**config.mk**
```make
export PLATFORM = sky130hd
export DESIGN_NAME = uart_alu_parser_flat
export DESIGN_NICKNAME = d
export VERILOG_FILES = /design/src/rtl/uart_alu_parser_if.sv /design/src/rtl/uart_alu_parser.sv /design/src/flat_wrapper.sv
export SDC_FILE = /design/constraint.sdc
export NUM_CORES = 1
export LEC_CHECK = 0
export CORE_MARGIN = 4
export CORE_UTILIZATION = 50
export CTS_CLUSTER_DIAMETER = 150
export DETAILED_ROUTE_END_ITERATION = 8
export MAX_ROUTING_LAYER = met4
export PLACE_DENSITY = 0.74
export SETUP_SLACK_MARGIN = 0.2
export SYNTH_ARGS = -nofsm -noshare
export SYNTH_HDL_FRONTEND = slang
export SYNTH_SLANG_ARGS = --single-unit
```
**constraint.sdc**
```tcl
create_clock -name clk_i -period 6.1 [get_ports clk_i]
set_input_delay 1.22 -clock clk_i [delete_from_list [all_inputs] [get_ports clk_i]]
set_output_delay 1.22 -clock clk_i [all_outputs]
set_load 0.01 [all_outputs]
```
**src/rtl/uart_alu_parser_if.sv**
```systemverilog
// Byte-stream, echo-stream and operand-stream handshakes of the UART packet parser.
// The slave modport is the parser's view; master is the surrounding system's.
interface uart_alu_parser_if;
    logic [7:0]  rx_data_i;
    logic        rx_valid_i;
    logic        rx_ready_o;
    logic [7:0]  tx_data_o;
    logic        tx_valid_o;
    logic        tx_ready_i;
    logic [1:0]  op_o;
    logic [31:0] operand_o;
    logic        operand_valid_o;
    logic        operand_last_o;
    logic        operand_ready_i;
    logic        error_o;

    modport slave (
        input  rx_data_i, rx_valid_i, tx_ready_i, operand_ready_i,
        output rx_ready_o, tx_data_o, tx_valid_o, op_o, operand_o,
               operand_valid_o, operand_last_o, error_o
    );

    modport master (
        output rx_data_i, rx_valid_i, tx_ready_i, operand_ready_i,
        input  rx_ready_o, tx_data_o, tx_valid_o, op_o, operand_o,
               operand_valid_o, operand_last_o, error_o
    );
endinterface

```
**src/rtl/uart_alu_parser.sv**
```systemverilog
// Packet framer between the UART receiver and the ALU: decodes the 4-byte header,
// echoes payloads, packs arithmetic payloads into 32-bit operands, flags bad packets.
module uart_alu_parser #(
    parameter logic [7:0] OP_ECHO = 8'hEC,
    parameter logic [7:0] OP_ADD  = 8'h10,
    parameter logic [7:0] OP_MUL  = 8'h11,
    parameter logic [7:0] OP_DIV  = 8'h12
) (
    input  logic            clk_i,
    input  logic            rst_i,
    uart_alu_parser_if.slave bus
);

    localparam logic [2:0] ST_OPCODE  = 3'd0;
    localparam logic [2:0] ST_RSVD    = 3'd1;
    localparam logic [2:0] ST_LEN_LO  = 3'd2;
    localparam logic [2:0] ST_LEN_HI  = 3'd3;
    localparam logic [2:0] ST_ECHO    = 3'd4;
    localparam logic [2:0] ST_OPERAND = 3'd5;
    localparam logic [2:0] ST_DRAIN   = 3'd6;

    logic [2:0]  state_r;
    logic [7:0]  opcode_r;
    logic [7:0]  len_lo_r;
    logic [15:0] count_r;
    logic [1:0]  byte_idx_r;
    logic [1:0]  op_r;
    logic        error_r;
    logic [7:0]  tx_data_r;
    logic        tx_valid_r;
    logic [31:0] operand_r;
    logic        operand_valid_r;
    logic        operand_last_r;

    logic        rx_ready_s;
    logic        rx_accept_s;
    logic [15:0] length_s;
    logic        last_byte_s;
    logic        is_arith_s;
    logic [1:0]  op_code_s;
    logic        echo_load_s;
    logic        operand_byte_s;
    logic        operand_done_s;

    assign rx_accept_s    = bus.rx_valid_i && rx_ready_s;
    assign length_s       = {bus.rx_data_i, len_lo_r};
    assign last_byte_s    = (count_r == 16'd1);
    assign echo_load_s    = rx_accept_s && (state_r == ST_ECHO);
    assign operand_byte_s = rx_accept_s && (state_r == ST_OPERAND);
    assign operand_done_s = operand_byte_s && (byte_idx_r == 2'd3);

    // Byte acceptance: OPCODE waits for a pending operand so op_o cannot change under it.
    always_comb begin
        rx_ready_s = 1'b1;
        case (state_r)
            ST_OPCODE:  rx_ready_s = !operand_valid_r;
            ST_ECHO:    rx_ready_s = !tx_valid_r || bus.tx_ready_i;
            ST_OPERAND: rx_ready_s = !operand_valid_r || bus.operand_ready_i;
            default:    rx_ready_s = 1'b1;
        endcase
    end

    // Opcode classification into the ALU operation code.
    always_comb begin
        is_arith_s = 1'b1;
        op_code_s  = 2'd0;
        case (opcode_r)
            OP_ADD:  op_code_s = 2'd0;
            OP_MUL:  op_code_s = 2'd1;
            OP_DIV:  op_code_s = 2'd2;
            default: begin
                is_arith_s = 1'b0;
                op_code_s  = 2'd0;
            end
        endcase
    end

    // Header decode, payload counting and error pulse generation.
    always_ff @(posedge clk_i or posedge rst_i) begin
        if (rst_i) begin
            state_r    <= ST_OPCODE;
            opcode_r   <= 8'h00;
            len_lo_r   <= 8'h00;
            count_r    <= 16'd0;
            byte_idx_r <= 2'd0;
            op_r       <= 2'd0;
            error_r    <= 1'b0;
        end else begin
            error_r <= 1'b0;
            if (rx_accept_s) begin
                case (state_r)
                    ST_OPCODE: begin
                        opcode_r <= bus.rx_data_i;
                        state_r  <= ST_RSVD;
                    end
                    ST_RSVD:   state_r <= ST_LEN_LO;
                    ST_LEN_LO: begin
                        len_lo_r <= bus.rx_data_i;
                        state_r  <= ST_LEN_HI;
                    end
                    ST_LEN_HI: begin
                        byte_idx_r <= 2'd0;
                        count_r    <= (length_s < 16'd4) ? 16'd0 : (length_s - 16'd4);
                        if (length_s < 16'd4) begin
                            error_r <= 1'b1;
                            state_r <= ST_OPCODE;
                        end else if (length_s == 16'd4) begin
                            state_r <= ST_OPCODE;
                        end else if (opcode_r == OP_ECHO) begin
                            state_r <= ST_ECHO;
                        end else if (is_arith_s) begin
                            op_r    <= op_code_s;
                            state_r <= ST_OPERAND;
                        end else begin
                            error_r <= 1'b1;
                            state_r <= ST_DRAIN;
                        end
                    end
                    ST_OPERAND: begin
                        count_r    <= count_r - 16'd1;
                        byte_idx_r <= byte_idx_r + 2'd1;
                        if (last_byte_s) begin
                            state_r <= ST_OPCODE;
                            // A packet ending mid-word leaves a discarded fragment.
                            error_r <= (byte_idx_r != 2'd3);
                        end
                    end
                    ST_ECHO, ST_DRAIN: begin
                        count_r <= count_r - 16'd1;
                        if (last_byte_s) begin
                            state_r <= ST_OPCODE;
                        end
                    end
                    default: state_r <= ST_OPCODE;
                endcase
            end
        end
    end

    // One-entry echo output register; reloads in the same cycle it drains.
    always_ff @(posedge clk_i or posedge rst_i) begin
        if (rst_i) begin
            tx_data_r  <= 8'h00;
            tx_valid_r <= 1'b0;
        end else if (echo_load_s) begin
            tx_data_r  <= bus.rx_data_i;
            tx_valid_r <= 1'b1;
        end else if (bus.tx_ready_i) begin
            tx_valid_r <= 1'b0;
        end
    end

    // Little-endian operand assembly and operand handshake.
    always_ff @(posedge clk_i or posedge rst_i) begin
        if (rst_i) begin
            operand_r       <= 32'h0000_0000;
            operand_valid_r <= 1'b0;
            operand_last_r  <= 1'b0;
        end else begin
            if (operand_valid_r && bus.operand_ready_i) begin
                operand_valid_r <= 1'b0;
                operand_last_r  <= 1'b0;
            end
            if (operand_byte_s) begin
                operand_r[{byte_idx_r, 3'b000} +: 8] <= bus.rx_data_i;
            end
            if (operand_done_s) begin
                operand_valid_r <= 1'b1;
                operand_last_r  <= last_byte_s;
            end
        end
    end

    assign bus.rx_ready_o      = rx_ready_s;
    assign bus.tx_data_o       = tx_data_r;
    assign bus.tx_valid_o      = tx_valid_r;
    assign bus.op_o            = op_r;
    assign bus.operand_o       = operand_r;
    assign bus.operand_valid_o = operand_valid_r;
    assign bus.operand_last_o  = operand_last_r;
    assign bus.error_o         = error_r;

endmodule
```
**src/flat_wrapper.sv**
```systemverilog
// flat-port wrapper written by rule: the top's interface ports become plain ports
module uart_alu_parser_flat 
#(
    parameter logic [7:0] OP_ECHO = 8'hEC,
    parameter logic [7:0] OP_ADD  = 8'h10,
    parameter logic [7:0] OP_MUL  = 8'h11,
    parameter logic [7:0] OP_DIV  = 8'h12
)
  (clk_i, rst_i, bus_rx_data_i, bus_rx_valid_i, bus_tx_ready_i, bus_operand_ready_i, bus_rx_ready_o, bus_tx_data_o, bus_tx_valid_o, bus_op_o, bus_operand_o, bus_operand_valid_o, bus_operand_last_o, bus_error_o);
  uart_alu_parser_if bus_i ();
  input  logic clk_i;
  input  logic rst_i;
  input wire logic [$bits(bus_i.rx_data_i)-1:0] bus_rx_data_i;
  input wire logic [$bits(bus_i.rx_valid_i)-1:0] bus_rx_valid_i;
  input wire logic [$bits(bus_i.tx_ready_i)-1:0] bus_tx_ready_i;
  input wire logic [$bits(bus_i.operand_ready_i)-1:0] bus_operand_ready_i;
  output wire logic [$bits(bus_i.rx_ready_o)-1:0] bus_rx_ready_o;
  output wire logic [$bits(bus_i.tx_data_o)-1:0] bus_tx_data_o;
  output wire logic [$bits(bus_i.tx_valid_o)-1:0] bus_tx_valid_o;
  output wire logic [$bits(bus_i.op_o)-1:0] bus_op_o;
  output wire logic [$bits(bus_i.operand_o)-1:0] bus_operand_o;
  output wire logic [$bits(bus_i.operand_valid_o)-1:0] bus_operand_valid_o;
  output wire logic [$bits(bus_i.operand_last_o)-1:0] bus_operand_last_o;
  output wire logic [$bits(bus_i.error_o)-1:0] bus_error_o;
  assign bus_i.rx_data_i = bus_rx_data_i;
  assign bus_i.rx_valid_i = bus_rx_valid_i;
  assign bus_i.tx_ready_i = bus_tx_ready_i;
  assign bus_i.operand_ready_i = bus_operand_ready_i;
  assign bus_rx_ready_o = bus_i.rx_ready_o;
  assign bus_tx_data_o = bus_i.tx_data_o;
  assign bus_tx_valid_o = bus_i.tx_valid_o;
  assign bus_op_o = bus_i.op_o;
  assign bus_operand_o = bus_i.operand_o;
  assign bus_operand_valid_o = bus_i.operand_valid_o;
  assign bus_operand_last_o = bus_i.operand_last_o;
  assign bus_error_o = bus_i.error_o;
  uart_alu_parser #(.OP_ECHO(OP_ECHO), .OP_ADD(OP_ADD), .OP_MUL(OP_MUL), .OP_DIV(OP_DIV)) u_core (.clk_i(clk_i), .rst_i(rst_i), .bus(bus_i));
endmodule
```
Word-level counts from Yosys, hierarchy flattened
Cells that the tools add are included.

Flip-flop bits (word level): 83. Input bits: 13. Output and inout bits: 47. Word-level logic and storage cells: 84.

Add/subtract/negate cells: 4. Order comparisons: 1. Equality and inequality tests: 15. Shift-type cells: 2. Mux-type cells: 25. Bitwise operators: 3. Reductions and logical operators: 22.

Operator list (number): $bwmux 32 (1); $pmux 16 s2 (1); $shift 8x7->32 const A (1); $shiftx 8x7->32 (1); $eq 8x5->1 const B (3); $eq 16x1->1 const B (1); $eq 16x3->1 const B (1); $lt 16x3->1 const B (1); $mux 16 (1); $sub 16x1->16 const B (1); $sub 16x3->16 const B (1); $pmux 3 s5 (1); $mux 1 (12); $mux 3 (4); $reduce_and 2->1 (5); $eq 3x3->1 const B (3); $eq 8x8->1 const B (1); $pmux 2 s2 (2); $reduce_bool 2->1 (4); $neg 5->7 (1); $eq 3x2->1 const B (2); $reduce_and 6->1 (1); $reduce_or 3->1 (2); $logic_and 1x1->1 (5); other kinds (12) (16).

Longest topological paths before layout
Gate-level depths: netlist of run 1.

Word-level depth: 9. Gate-level depth with buffers: 8. Gate-level depth less buffers: 7.

Least setup slack after synthesis of run 1
OpenSTA, ideal clock, no wires.

Path kind: input port to output port. From: input bus_operand_ready_i. To: output bus_rx_ready_o. Arrival time: 1.910 ns. Required time: 4.880 ns. Setup slack: 2.970 ns. Cell stages on the path: 2. Path buffers: 0. Path through: nand3b_1 > a221o_1.

Word-level cells in the longest chain between the ends: 2.

RTL lines: start, declared (line flat_wrapper.sv:16) `input wire logic [$bits(bus_i.operand_ready_i)-1:0] bus_operand_ready_i;`; $logic_or 1x1->1 (line uart_alu_parser.sv:58) `ST_OPERAND: rx_ready_s = !operand_valid_r || bus.operand_ready_i;`; $pmux 1 s3 (line uart_alu_parser.sv:55) `case (state_r)`; end, declared (line flat_wrapper.sv:17) `output wire logic [$bits(bus_i.rx_ready_o)-1:0] bus_rx_ready_o;`.

Every way passes these cells.

Final worst setup path of run 1
Ends and elaborated chain as after synthesis.

==> results of run 1 <==
## cells in the mapped netlist, types with 2 or more instances
library cell and instances:
nand4_1 12, a22o_1 5, dfrtp_1 83, nand2_1 82, or4_1 3, o21ba_2 2, a21oi_1 11, o22ai_1 2
nand3_1 12, and3_1 3, nand3b_1 3, mux2_2 22, a22oi_1 5, o211ai_1 2, o311ai_0 2, nor4_1 7
o2111ai_1 2, nor2_1 21, clkbuf_1 25, o21ai_0 57, a32oi_1 2, nor2b_1 5, a31oi_1 3, xor2_1 2
xnor2_1 10, ha_1 9, o32ai_1 2, nand2b_1 2, inv_1 13, nor3_1 15
## per-stage QoR
step	hold WS [ps]	cell area, um2
global placement	465	4890
floorplan	471	4250
detailed placement	471	4890
CTS	491	5120
finish	484	5120
global route	514	5120
## layer usage
layer,vias to the layer above,track usage
li1,1701,-
met3,17,0.0375
met1,1713,0.318
met2,119,0.347
met4,0,0.0953
met5,-,-
## state kept, by name (all words and copies together), names as in the netlist, 2 cells and up
| register | cells |
|---|---|
| u_core.state_r | 3 |
| u_core.bus.operand_o | 32 |
| u_core.len_lo_r | 8 |
| u_core.count_r | 16 |
| u_core.bus.op_o | 2 |
| u_core.bus.tx_data_o | 8 |
| u_core.byte_idx_r | 2 |
| u_core.opcode_r | 8 |
## worst max-delay path by stage
stage	from	slack (ps)	depth (start not counted)	end
3_5_place_dp	bus_operand_ready_i	1920	4	bus_rx_ready_o
4_1_cts	bus_operand_ready_i	1910	4	bus_rx_ready_o
6_report	bus_operand_ready_i	1910	4	bus_rx_ready_o
3_3_place_gp	bus_operand_ready_i	1980	4	bus_rx_ready_o
5_1_grt	bus_operand_ready_i	1820	4	bus_rx_ready_o
2_1_floorplan	rst_i	2740	1	u_core.bus.error_o$_DFF_PP0_
## cell type report
| type | count | area, um2 |
|---|---|---|
| clock buffers | 9 | 124 |
| clock inverters | 7 | 105 |
| fillers | 705 | 3140 |
| inverters | 13 | 50.0 |
| multi-input cells | 329 | 2020 |
| flip-flops and latches | 83 | 2080 |
| well taps | 105 | 131 |
| repair buffers | 62 | 613 |
## cell families after synthesis
logic type,count (synthesis)
and+or+nand+nor,178
muxes,23
AOI/OAI and AO/OA,107
buffers and inverters,39
adders and majority gates,9
DFF,83
xor gates and xnor gates,12
## power breakdown
group	switching, W	internal, W
clock	0.000219	0.000238
sequential	0.000194	0.000733
combinational	0.000524	0.000430
total	0.000936	0.00140
## worst min-delay path, cell delays in order (launching register included)
cell and delay (ps):
dfrtp_1 350, nand2_1 40, o21ai_0 60
==> flow_metrics.tcl, run 1 <==
set metrics [dict create \
    cpPeakStageDelay_ps 520 \
    netlist_area_um2 4250 \
    synth_xor_area_frac 0.0247 \
    overflow 0 \
    place_hpwl_um 7540 \
    die_w_um 100 \
    die-area_um2 10000 \
    synth_top_area_cell "dfrtp_1" \
    cpMostUsedCell "clkdlybuf4s50_1" \
    grt_max_degree 43 \
    place_ws_ps 1920 \
    cts.path.max_buffers 2 \
    grt_first_pass_wirelength_um 17900 \
    drive_above_1_share 0.103 \
    wl_met1_um 5050 \
    synth.ff_latch_count 83 \
    met2_length_um 4920 \
    remaining_drc_errors 0 \
    portBuffers 59 \
    cellLeakagePower_nw 2.10 \
    yosysWarnings 0 \
    drv_slew 0 \
    dr_wl_met3_um 618 \
    setup_tns_ps 0 \
    cts_tree "done" \
    clk_pin_slew_ps 90 \
    synthesis.nets 473 \
    die_y_um 100 \
    initial_utilization 0.515 \
    r2r_setup_slack_ps 3340 \
    track_usage 0.233 \
    synth-compound-area-share 0.156 \
    endpoint_kind "primary output" \
    holdBufCountCts 0 \
    postCtsResizedCells 0 \
    r2r_cells 5 \
    layout_common_cells "83 x dfrtp_1, 82 x nand2_1, 59 x clkdlybuf4s50_1" \
    layout_commonest_cell "dfrtp_1" \
    fin_skew_ps 12.5 \
    first_iter_violations 209 \
    firstDrtPassIters 5 \
    synth_cell_type_count 57 \
    cts_inserted_buffers 9 \
    clock-root-buffer "clkbuf_8" \
    netlist_instances 451 \
    grt_antenna_before_repair 0 \
    hold_viol_final 0 \
    gp_congestion 0.897 \
    whs_path_depth 2 \
    total_power_w 0.00234 \
    rr_endpoint "u_core.bus.tx_data_o[4]$_DFFE_PP0P_" \
    worstSkewPairLatency_ps 350 \
    synth_top_area_share 0.489 \
    cp_cell_sequence "clkdlybuf4s50_1, nand3b_1, a221o_1, clkdlybuf4s50_1" \
    path_delay_family "buffers and inverters" \
    setup_ws_ps 1910 \
    synth_edf_count 0 \
    fin_util 0.620 \
    period_share 0.686 \
    min_period_ps 4190 \
    critical_path_class "primary input to primary output" \
    ys_seq_area_frac 0.489 \
    coreArea_um2 8260 \
    top_layer "met4" \
    drv_cap 0 \
    numPlacedInstances 592 \
    async_reset_ff_frac 1.00 \
    layout.nets 520 \
    tightest_slew_ps 965 \
    ys.flop_type "dfrtp_1" \
    finalSetupViolations 0 \
    synthAdderAreaFrac 0.0265 \
    cts_setup_buffers 0 \
    status "finished, final reports clean" \
    rsz0062_at_grt "false" \
    cts.sinks 83 \
    grt_pass1_vias 3577 \
    crit_slowest_cell "clkdlybuf4s50_1" \
    vias 3550 \
    io_pins 60 \
    cts_max_level 3 \
    hold_path_end "u_core.bus.operand_o[1]$_DFFE_PP0P_" \
    synth_mux_area_frac 0.0606 \
    worstPathRequired_ps 4880 \
    wl_um 10800 \
    synth-simple-area-share 0.208 \
    fmax_mhz 239 \
    hold_class "flop to flop" \
    path_max_fanout 7 \
    vias_per_cell 5.84 \
    r2r_start "u_core.state_r[2]$_DFFE_PP0P_" \
    ir_drop_uv 225 \
    synth_top_family_by_area "simple AND/OR/NAND/NOR gates" \
    power_density_nw_per_um2 456 \
    drt-wirelength-per-cell_um 17.7 \
    synth.avg_cell_area_um2 9.43 \
    instances_no_fill 608 \
    ys_top_cells_by_area "dfrtp_1 49%, nand2_1 7.2%, o21ai_0 6.7%" \
    arrival_ps 2970 \
    areaGrowthSynthToFinish_pct 20.5 \
    diodes 0 \
    ant_nets 0 \
    min_from "u_core.bus.operand_o[1]$_DFFE_PP0P_" \
    relSlewSlack 0.352 \
    critPathLaunchType "primary input" \
    rows 33 \
    crit_buf_inv 2 \
]
(Power assumes the default switching activity.)
==> inputs of run 2 (changes only) <==
- clock period: 6.1 -> 4.27 ns (I/O delays scaled with it)
==> run 2 against run 1 <==
Compared with the run above:
- sequential power increased by 43%
- via count is 4.1% higher
- critical path depth did not move
- final cell count up 1.5%
- die area unchanged
- first-iteration DRC count grew 20%
- clock-buffer cell count did not move
- combinational power up 44%
- critical endpoint unchanged
- largest cell class unchanged
==> flow_metrics.tcl, run 2 (synthesis results as in run 1) <==
set metrics [dict create \
    holdBufCountCts 0 \
    remaining_drc_errors 0 \
    grt-busiest-layer "met2" \
    vias 3697 \
    hold_viol_final 0 \
    portBuffers 59 \
    hold_ws_ps 488 \
    final_area_um2 5170 \
    diodes 0 \
    period_share 0.818 \
    cts_max_level 3 \
    netSwitchingPower_w 0.00134 \
    min_period_ps 3490 \
    worstSkewPairLatency_ps 360 \
    grt_max_degree 34 \
    arrival_ps 2640 \
    ir_drop_uv 275 \
    worstPathRequired_ps 3420 \
    clk_pin_slew_ps 90 \
    relSlewSlack 0.365 \
    layout.nets 529 \
    fin_util 0.626 \
    grt_pass1_vias 3659 \
    largest_reg_flops 32 \
    first_iter_violations 250 \
    power_density_nw_per_um2 637 \
    cts_tree "done" \
    placed_cell_area_um2 4960 \
    use_met2 0.350 \
    track_usage 0.235 \
    cpMostUsedCell "clkdlybuf4s50_1" \
    setup_tns_ps 0 \
    grt_use_met3 0.0347 \
    grt_antenna_before_repair 0 \
    critical_path_class "primary input to primary output" \
    numPlacedInstances 601 \
    rows 33 \
    fin_skew_ps 8.77 \
    drive_above_1_share 0.119 \
    rsz0062_at_grt "false" \
    status "finished, final reports clean" \
    crit_slowest_cell "clkdlybuf4s50_1" \
    layout_common_cells "83 x dfrtp_1, 82 x nand2_1, 59 x clkdlybuf4s50_1" \
    cts.path.max_buffers 2 \
    wl_um 10900 \
    instances_no_fill 617 \
    tightest_slew_ps 945 \
    cpPeakStageDelay_ps 520 \
    place_hpwl_um 7690 \
    ant_nets 0 \
    endpoint_kind "primary output" \
    cellLeakagePower_nw 2.13 \
    gp_congestion 0.894 \
    die-area_um2 10000 \
    swShare 0.408 \
    fmax_mhz 286 \
    drv_slew 0 \
    vias_per_cell 5.99 \
    drt-wirelength-per-cell_um 17.7 \
    drv_cap 0 \
    overflow 0 \
    grt_first_pass_wirelength_um 18200 \
    io_pins 60 \
    cts.sinks 83 \
    firstDrtPassIters 5 \
    die_w_um 100 \
    areaGrowthSynthToFinish_pct 21.5 \
    p_clk_frac 0.181 \
    cp_cell_sequence "clkdlybuf4s50_1, nand3b_1, a221o_1, clkdlybuf4s50_1" \
    cell_internal_pwr_w 0.00195 \
    finalSetupViolations 0 \
    coreArea_um2 8260 \
    path_max_fanout 7 \
    met1_usage 0.327 \
    layout_commonest_cell "dfrtp_1" \
    cts_setup_buffers 0 \
    critPathLaunchType "primary input" \
    cts_inserted_buffers 9 \
    clock-root-buffer "clkbuf_8" \
    p_comb_frac 0.415 \
    postCtsResizedCells 0 \
    die_y_um 100 \
    hold_class "flop to flop" \
    initial_utilization 0.515 \
    p_seq_frac 0.403 \
]
==> run 2: routing by layer <==
layer / vias to the layer above / routed length, um / share of wire
li1: 1708 / - / -
met1: 1826 / 5010 / 0.46
met2: 150 / 5140 / 0.47
met3: 13 / 623 / 0.057
met4: 0 / 133 / 0.012
met5: - / 0 / 0
==> run 2: area by class of cell <==
type,instances,area (um2)
clock buffers,9,124
clock inverters,7,82.6
fillers,699,3090
inverters,13,50.0
multi-input cells,329,2020
flip-flops and latches,83,2080
well taps,105,131
repair buffers,71,681
==> run 2: final timing paths <==
kind	from	end	slack, ps	cells past startpoint
min in group asynchronous	rst_i	u_core.byte_idx_r[0]$_DFFE_PP0P_	820	2
max in group asynchronous	rst_i	u_core.bus.operand_o[27]$_DFFE_PP0P_	2680	3
worst min register to register	u_core.bus.operand_o[15]$_DFFE_PP0P_	u_core.bus.operand_o[15]$_DFFE_PP0P_	490	2
worst max register to register	u_core.state_r[2]$_DFFE_PP0P_	u_core.bus.tx_data_o[0]$_DFFE_PP0P_	1630	5
worst max-delay path	bus_operand_ready_i	bus_rx_ready_o	780	4
worst min-delay path	u_core.bus.operand_o[15]$_DFFE_PP0P_	u_core.bus.operand_o[15]$_DFFE_PP0P_	490	2
==> run 2: stage by stage <==
| step | total power, W | worst slack, ps |
|---|---|---|
| floorplan | 0.00221 | 1280 |
| global placement | 0.00263 | 874 |
| detailed placement | 0.00268 | 807 |
| CTS | 0.00328 | 801 |
| global route | 0.00352 | 712 |
| finish | 0.00329 | 776 |
==> run 2: worst max-delay path: cells and delay by family <==
family,cells,cell delay (ps)
AOI/OAI and AO/OA,1,510
buffers and inverters,2,960
and+or+nand+nor,1,310
==> run 2: power by group through the flow <==
stage | Sequential (W) | Clock (W) | Combinational, W
2_1_floorplan | 0.00128 | 0 | 0.000926
3_3_place_gp | 0.00132 | 0 | 0.00131
3_5_place_dp | 0.00133 | 0 | 0.00136
4_1_cts | 0.00132 | 0.000603 | 0.00136
5_1_grt | 0.00137 | 0.000638 | 0.00151
6_report | 0.00133 | 0.000596 | 0.00137
